## config.mk

```make
export PLATFORM = sky130hd
export DESIGN_NAME = instr_loader
export DESIGN_NICKNAME = d
export VERILOG_FILES = /design/src/rtl/loader_pkg.sv /design/src/rtl/uart_rx.sv /design/src/rtl/instr_loader.sv
export SDC_FILE = /design/constraint.sdc
export NUM_CORES = 1
export LEC_CHECK = 0
export BUFFER_PORTS_ARGS = -buffer_cell sky130_fd_sc_hd__buf_2
export CAP_MARGIN = 20
export CORE_MARGIN = 10
export CORE_UTILIZATION = 48
export CTS_CLUSTER_SIZE = 20
export DETAILED_ROUTE_END_ITERATION = 10
export PLACE_DENSITY = 0.82
export SYNTH_ARGS = -nofsm -noshare
export SYNTH_HDL_FRONTEND = slang
export SYNTH_HIERARCHICAL = 1
export SYNTH_SLANG_ARGS = --single-unit
```

## constraint.sdc

```tcl
create_clock -name clk -period 1.8 [get_ports clk]
set_clock_uncertainty 0.15 [all_clocks]
set_input_delay 0.36 -clock clk [delete_from_list [all_inputs] [get_ports clk]]
set_output_delay 0.36 -clock clk [all_outputs]
set_load 0.1 [all_outputs]
```

## src/rtl/loader_pkg.sv

```systemverilog
// Shared types and constants for the serial instruction loader.
package loader_pkg;

  typedef enum logic [2:0] {
    ST_IDLE,
    ST_COUNT,
    ST_DATA,
    ST_WRITE,
    ST_DONE,
    ST_ERROR
  } state_t;

  typedef enum logic [1:0] {
    RX_IDLE,
    RX_START,
    RX_DATA,
    RX_STOP
  } rx_state_t;

  localparam int unsigned OSR = 16;
  localparam int unsigned MID = 8;

  // Oversample tick divisor, truncated; never below 1.
  function automatic int unsigned calc_div(input int unsigned clk_hz, input int unsigned baud);
    int unsigned d;
    d = clk_hz / (baud * OSR);
    return (d == 0) ? 1 : d;
  endfunction

endpackage

```

## src/rtl/uart_rx.sv

```systemverilog
// 8N1 UART receiver with 16x oversampling; pulses byte_valid or frame_err
// for one cycle per received frame.
module uart_rx
  import loader_pkg::*;
#(
  parameter int unsigned CLK_HZ = 100_000_000,
  parameter int unsigned BAUD   = 115_200
) (
  input  logic       clk,
  input  logic       reset,
  input  logic       rx,
  output logic       byte_valid,
  output logic [7:0] byte_data,
  output logic       frame_err
);

  localparam int unsigned DIV = calc_div(CLK_HZ, BAUD);
  localparam int unsigned DW  = $clog2(DIV + 1);

  rx_state_t     state, state_d;
  logic          rx_s1, rx_s2, rx_prev;
  logic [DW-1:0] div_cnt, div_d;
  logic [3:0]    os_cnt, os_d;
  logic [2:0]    bit_cnt, bit_d;
  logic [7:0]    shreg, sh_d;
  logic          valid_d, ferr_d;
  logic          tick;

  assign tick      = (div_cnt == DW'(DIV - 1));
  assign byte_data = shreg;

  always_ff @(posedge clk or posedge reset) begin
    if (reset) state <= RX_IDLE;
    else       state <= state_d;
  end

  always_comb begin
    state_d = state;
    os_d    = os_cnt;
    bit_d   = bit_cnt;
    sh_d    = shreg;
    valid_d = 1'b0;
    ferr_d  = 1'b0;
    div_d   = tick ? '0 : div_cnt + DW'(1);
    case (state)
      RX_IDLE: begin
        // Falling edge realigns the tick phase to the start bit.
        if (rx_prev && !rx_s2) begin
          state_d = RX_START;
          os_d    = '0;
          div_d   = '0;
        end
      end
      RX_START: begin
        if (tick) begin
          if (os_cnt == 4'(MID - 1)) begin
            os_d    = '0;
            bit_d   = '0;
            state_d = rx_s2 ? RX_IDLE : RX_DATA;
          end else begin
            os_d = os_cnt + 4'd1;
          end
        end
      end
      RX_DATA: begin
        if (tick) begin
          if (os_cnt == 4'(OSR - 1)) begin
            os_d  = '0;
            sh_d  = {rx_s2, shreg[7:1]};
            bit_d = bit_cnt + 3'd1;
            if (bit_cnt == 3'd7) state_d = RX_STOP;
          end else begin
            os_d = os_cnt + 4'd1;
          end
        end
      end
      RX_STOP: begin
        if (tick) begin
          if (os_cnt == 4'(OSR - 1)) begin
            os_d    = '0;
            valid_d = rx_s2;
            ferr_d  = !rx_s2;
            state_d = RX_IDLE;
          end else begin
            os_d = os_cnt + 4'd1;
          end
        end
      end
      default: state_d = RX_IDLE;
    endcase
  end

  always_ff @(posedge clk or posedge reset) begin
    if (reset) begin
      rx_s1      <= 1'b1;
      rx_s2      <= 1'b1;
      rx_prev    <= 1'b1;
      div_cnt    <= '0;
      os_cnt     <= '0;
      bit_cnt    <= '0;
      shreg      <= '0;
      byte_valid <= 1'b0;
      frame_err  <= 1'b0;
    end else begin
      rx_s1      <= rx;
      rx_s2      <= rx_s1;
      rx_prev    <= rx_s2;
      div_cnt    <= div_d;
      os_cnt     <= os_d;
      bit_cnt    <= bit_d;
      shreg      <= sh_d;
      byte_valid <= valid_d;
      frame_err  <= ferr_d;
    end
  end

endmodule

```

## src/rtl/instr_loader.sv

```systemverilog
// Serial boot loader: receives a count byte plus N big-endian words over UART
// and writes them to instruction memory while holding the CPU in reset.
module instr_loader
  import loader_pkg::*;
#(
  parameter int unsigned CLK_HZ = 100_000_000,
  parameter int unsigned BAUD   = 115_200,
  parameter int unsigned DEPTH  = 32
) (
  input  logic                     clk,
  input  logic                     reset,
  input  logic                     rx,
  input  logic                     start,
  output logic                     imem_we,
  output logic [$clog2(DEPTH)-1:0] imem_addr,
  output logic [31:0]              imem_din,
  output logic                     cpu_hold,
  output logic                     busy,
  output logic                     done,
  output logic                     err
);

  localparam int unsigned AW = $clog2(DEPTH);
  localparam int unsigned CW = $clog2(DEPTH + 1);

  state_t        state, state_d;
  logic          byte_valid, frame_err;
  logic [7:0]    byte_data;
  logic [7:0]    word_count, word_count_d;
  logic [CW-1:0] addr, addr_d;
  logic [1:0]    byte_idx, byte_idx_d;
  logic [31:0]   word, word_d;

  uart_rx #(.CLK_HZ(CLK_HZ), .BAUD(BAUD)) u_rx (
    .clk        (clk),
    .reset      (reset),
    .rx         (rx),
    .byte_valid (byte_valid),
    .byte_data  (byte_data),
    .frame_err  (frame_err)
  );

  assign imem_addr = addr[AW-1:0];
  assign imem_din  = word;

  always_ff @(posedge clk or posedge reset) begin
    if (reset) state <= ST_IDLE;
    else       state <= state_d;
  end

  always_comb begin
    state_d      = state;
    word_count_d = word_count;
    addr_d       = addr;
    byte_idx_d   = byte_idx;
    word_d       = word;
    case (state)
      ST_IDLE, ST_DONE, ST_ERROR: begin
        if (start) begin
          state_d = ST_COUNT;
          addr_d  = '0;
        end
      end
      ST_COUNT: begin
        if (frame_err) begin
          state_d = ST_ERROR;
        end else if (byte_valid) begin
          word_count_d = byte_data;
          byte_idx_d   = '0;
          if (byte_data == 8'd0 || 32'(byte_data) > DEPTH) state_d = ST_ERROR;
          else                                              state_d = ST_DATA;
        end
      end
      ST_DATA: begin
        if (frame_err) begin
          state_d = ST_ERROR;
        end else if (byte_valid) begin
          word_d     = {word[23:0], byte_data};
          byte_idx_d = byte_idx + 2'd1;
          if (byte_idx == 2'd3) state_d = ST_WRITE;
        end
      end
      ST_WRITE: begin
        addr_d  = addr + CW'(1);
        state_d = (addr + CW'(1) == CW'(word_count)) ? ST_DONE : ST_DATA;
      end
      default: state_d = ST_IDLE;
    endcase
  end

  // Status outputs are registered decodes of the next state so they align with it.
  always_ff @(posedge clk or posedge reset) begin
    if (reset) begin
      word_count <= '0;
      addr       <= '0;
      byte_idx   <= '0;
      word       <= '0;
      imem_we    <= 1'b0;
      busy       <= 1'b0;
      cpu_hold   <= 1'b0;
      done       <= 1'b0;
      err        <= 1'b0;
    end else begin
      word_count <= word_count_d;
      addr       <= addr_d;
      byte_idx   <= byte_idx_d;
      word       <= word_d;
      imem_we    <= (state_d == ST_WRITE);
      busy       <= state_d inside {ST_COUNT, ST_DATA, ST_WRITE};
      cpu_hold   <= state_d inside {ST_COUNT, ST_DATA, ST_WRITE, ST_ERROR};
      done       <= (state_d == ST_DONE);
      err        <= (state_d == ST_ERROR);
    end
  end

endmodule

```

==> out/metrics.cfg <==
[clock_network]
clock-sinks = 82
cts_buffers = 9
clkTransAtPathRegs_ns = 0.09
cts_htree_levels = 3
cts.path.max_buffers = 2
postCtsSetupBuffers = 0
cts_tree = yes
insertion_delay_ns = 0.36
cts_root_buffer = clkbuf_8

[timing]
finalSetupViolCount = 6
fmax_mhz = 515
layout_setup_ws_ns = -0.143
period_share_pct = 108
tightestPinTransition_ns = 0.514
max_slew_margin_pct = 65.7
drv_slew = 0
holdWs_ns = 0.209
post-route-min-period_ns = 1.94
finalHoldViolations = 0
fin_tns_setup_ns = -0.491
grt_setup_unrepaired = yes

[global_route]
overflow = 0
grt_pass1_vias = 2781
grt_max_degree = 35
grtUsageTotal_pct = 14.0
antenna_found_initial = 0
grt_pass1_wl_mm = 13.4

[logic_synthesis]
ys_types = 57
synth_area_leaders = dfrtp_1, mux2_2, ha_1, nor2_1, dfstp_2
syn_area_sq_mm = 0.00377
synthCells = 310
ys.warnings.count = 6
synth_nets = 321
ys_ff_latch = 82
async_flop_share_pct = 100
synth_top_area_share_pct = 52.5
synth-main-ff-cell = dfrtp_1
synth-seq-area-share_pct = 54.5
synth.largest_area_cell = dfrtp_1
syn_area_per_cell_sq_um = 12.2
synth_edf_count = 0

[final_layout]
fin_nets = 393
multi_input_area_sq_mm = 0.00168
area_delta_synth_final_pct = 23.1
regArea_sq_mm = 0.00206
antennaDiodeCount = 0
fill_cells = 607
drive_gt1_share_pct = 42.6

[floorplan]
rows = 32
initial_core_util_pct = 49.0
core_sq_mm = 0.00769
die_x_um = 109
design.die.area_sq_mm = 0.0118
io_pins = 46
die_h_um = 109

[run_status]
status = finished, violations left
violations = negative setup slack

[detailed_routing]
viasPerCell = 5.51
drcViolationCount = 0
drt_wl_total_mm = 8.07
ant_nets = 0
vias = 2695
drt_iter0_markers = 91
first_pass_iters = 4
drt-wirelength-per-cell_um = 16.5

[critical_path]
slowest_stage = or4_4
cp-start-kind = flip-flop
cp_data_arrival_time_ns = 2.02
path_max_fanout = 3
crit_chain = or4_4 -> nor3_1 -> nor4b_4 -> nor3_2 -> a22oi_1
crit_path_end_kind = flip-flop
cpPeakStageDelay_ns = 0.56
worstSetupPathType = flip-flop to flip-flop
required_ns = 1.88

[power]
leakage_nw = 2.36
ir_drop_v = 0.000666
powerDensity_mw_per_mm2 = 836

[placement]
dpl.hpwl_mm = 5.61
place.gp.congestion = 0.898
numPortBuffers = 45
place_worst_setup_slack_ns = -0.110

[worst_hold_path]
hp-class = flip-flop to flip-flop

[run]
maxCapViolations = 0

-- state kept, by name, summed over array words and instances (netlist names), 2 cells and up, named ones only --
name and count:
u_rx/byte_data 8, u_rx/os_cnt 4, word_count 6, state 3, byte_idx 2, u_rx/bit_cnt 3, imem_din 32, u_rx/div_cnt 6
addr 6
-- cell type report --
cell class | instances | share of cell area, %
Clock inverter | 7 | 1.81
Multi-Input combinational cell | 203 | 36.1
Inverter | 8 | 0.728
Clock buffer | 9 | 2.67
Tap cell | 102 | 2.75
Sequential cell | 82 | 44.3
Timing Repair Buffer | 78 | 11.6
-- synthesized netlist by cell type, types with 2 or more instances --
master     n
ha_1       7
dfstp_2    3
xor2_1     6
nand3b_1   5
clkbuf_1   5
nor2b_1    2
a221oi_1   2
and3_1     3
xnor2_1    6
nand4_1    3
a311oi_1   2
o32a_1     2
buf_4      5
nand3_1    7
nor2_1    22
and3b_1    3
inv_1      8
nor3_1     8
dfrtp_1   79
mux2i_1    3
nand2_1   17
a21oi_1   12
and2_1     4
mux2_2    46
o211ai_1   2
o21a_1     2
o21ai_0    9
buf_6      2
nand2b_1   3
buf_2      5
-- repair_timing --
action	CTS	global route
endpoints found under the setup margin	20	24
hold endpoints to repair	44	0
hold buffers	2	0
gates cloned	0	1
gates resized for setup	7	24
pin swaps	1	11
-- path summary, 6_finish.rpt --
path | startpoint | endpoint | slack, ns | depth (start not counted)
setup / recovery | u_rx/byte_data[0] | cpu_hold | -0.14 | 5
hold / removal | u_rx/rx_s1 | u_rx/rx_s2 | 0.21 | 0
setup reg to reg | u_rx/byte_data[0] | cpu_hold | -0.14 | 5
hold reg to reg | u_rx/rx_s1 | u_rx/rx_s2 | 0.21 | 0
max in group asynchronous | reset | imem_din[25] | 0.53 | 4
min in group asynchronous | reset | word_count[2] | 0.44 | 3
-- placed cells by master (no fill, tap or decap), types with 5 or more instances in the layout --
cell / instances
clkbuf_8: 9
buf_4: 29
mux2_2: 46
nand3b_1: 5
buf_2: 40
ha_1: 5
nand3_1: 7
nand2_1: 16
xor2_1: 6
o21ai_0: 6
nor3_1: 6
inv_1: 6
nor2_1: 22
dfrtp_1: 78
a21oi_1: 11
xnor2_1: 6
-- cell families (layout without fill, tap and decap cells) --
group | after synthesis | count (layout) | share of synthesized area, %
flops | 82 | 82 | 54.5
buf+inv | 25 | 102 | 3.55
fa+ha+maj | 7 | 7 | 2.32
simple gates | 89 | 89 | 13.6
mux | 49 | 49 | 14.5
xor+xnor | 12 | 12 | 2.79
compound gates | 46 | 46 | 8.63
-- critical path, delay by kind of cell, from the launching register on --
family,cells,cell delay [ns]
AND/OR/NAND/NOR,4,1.17
AO/OA/AOI/OAI,1,0.10
flip-flops,1,0.39
-- power by group --
part | switching, mW | internal, mW
Sequential | 0.104 | 1.93
Clock | 0.732 | 0.665
Combinational | 0.243 | 0.204
-- metrics by stage --
stage / instances / cell area, sq um / total power [mW] / util, %
CTS: 488 / 4530 / 3.89 / 59.0
global route: 489 / 4640 / 4.06 / 60.4
finish: 489 / 4640 / 3.88 / 60.4
floorplan: 310 / 3770 / 2.35 / -
detailed placement: 470 / 4290 / 2.49 / 55.8
global placement: 470 / 4290 / 2.45 / 55.8
-- metal layers --
| metal | up-vias | track usage [%] | wire length, um |
|---|---|---|---|
| met5 | - | 0 | 0 |
| met4 | 0 | 5.65 | 184 |
| met3 | 21 | 3.75 | 339 |
| met2 | 63 | 25.0 | 4190 |
| met1 | 1356 | 15.5 | 3360 |
| li1 | 1255 | - | - |
No activity file was read; power rests on OpenSTA's default activity.
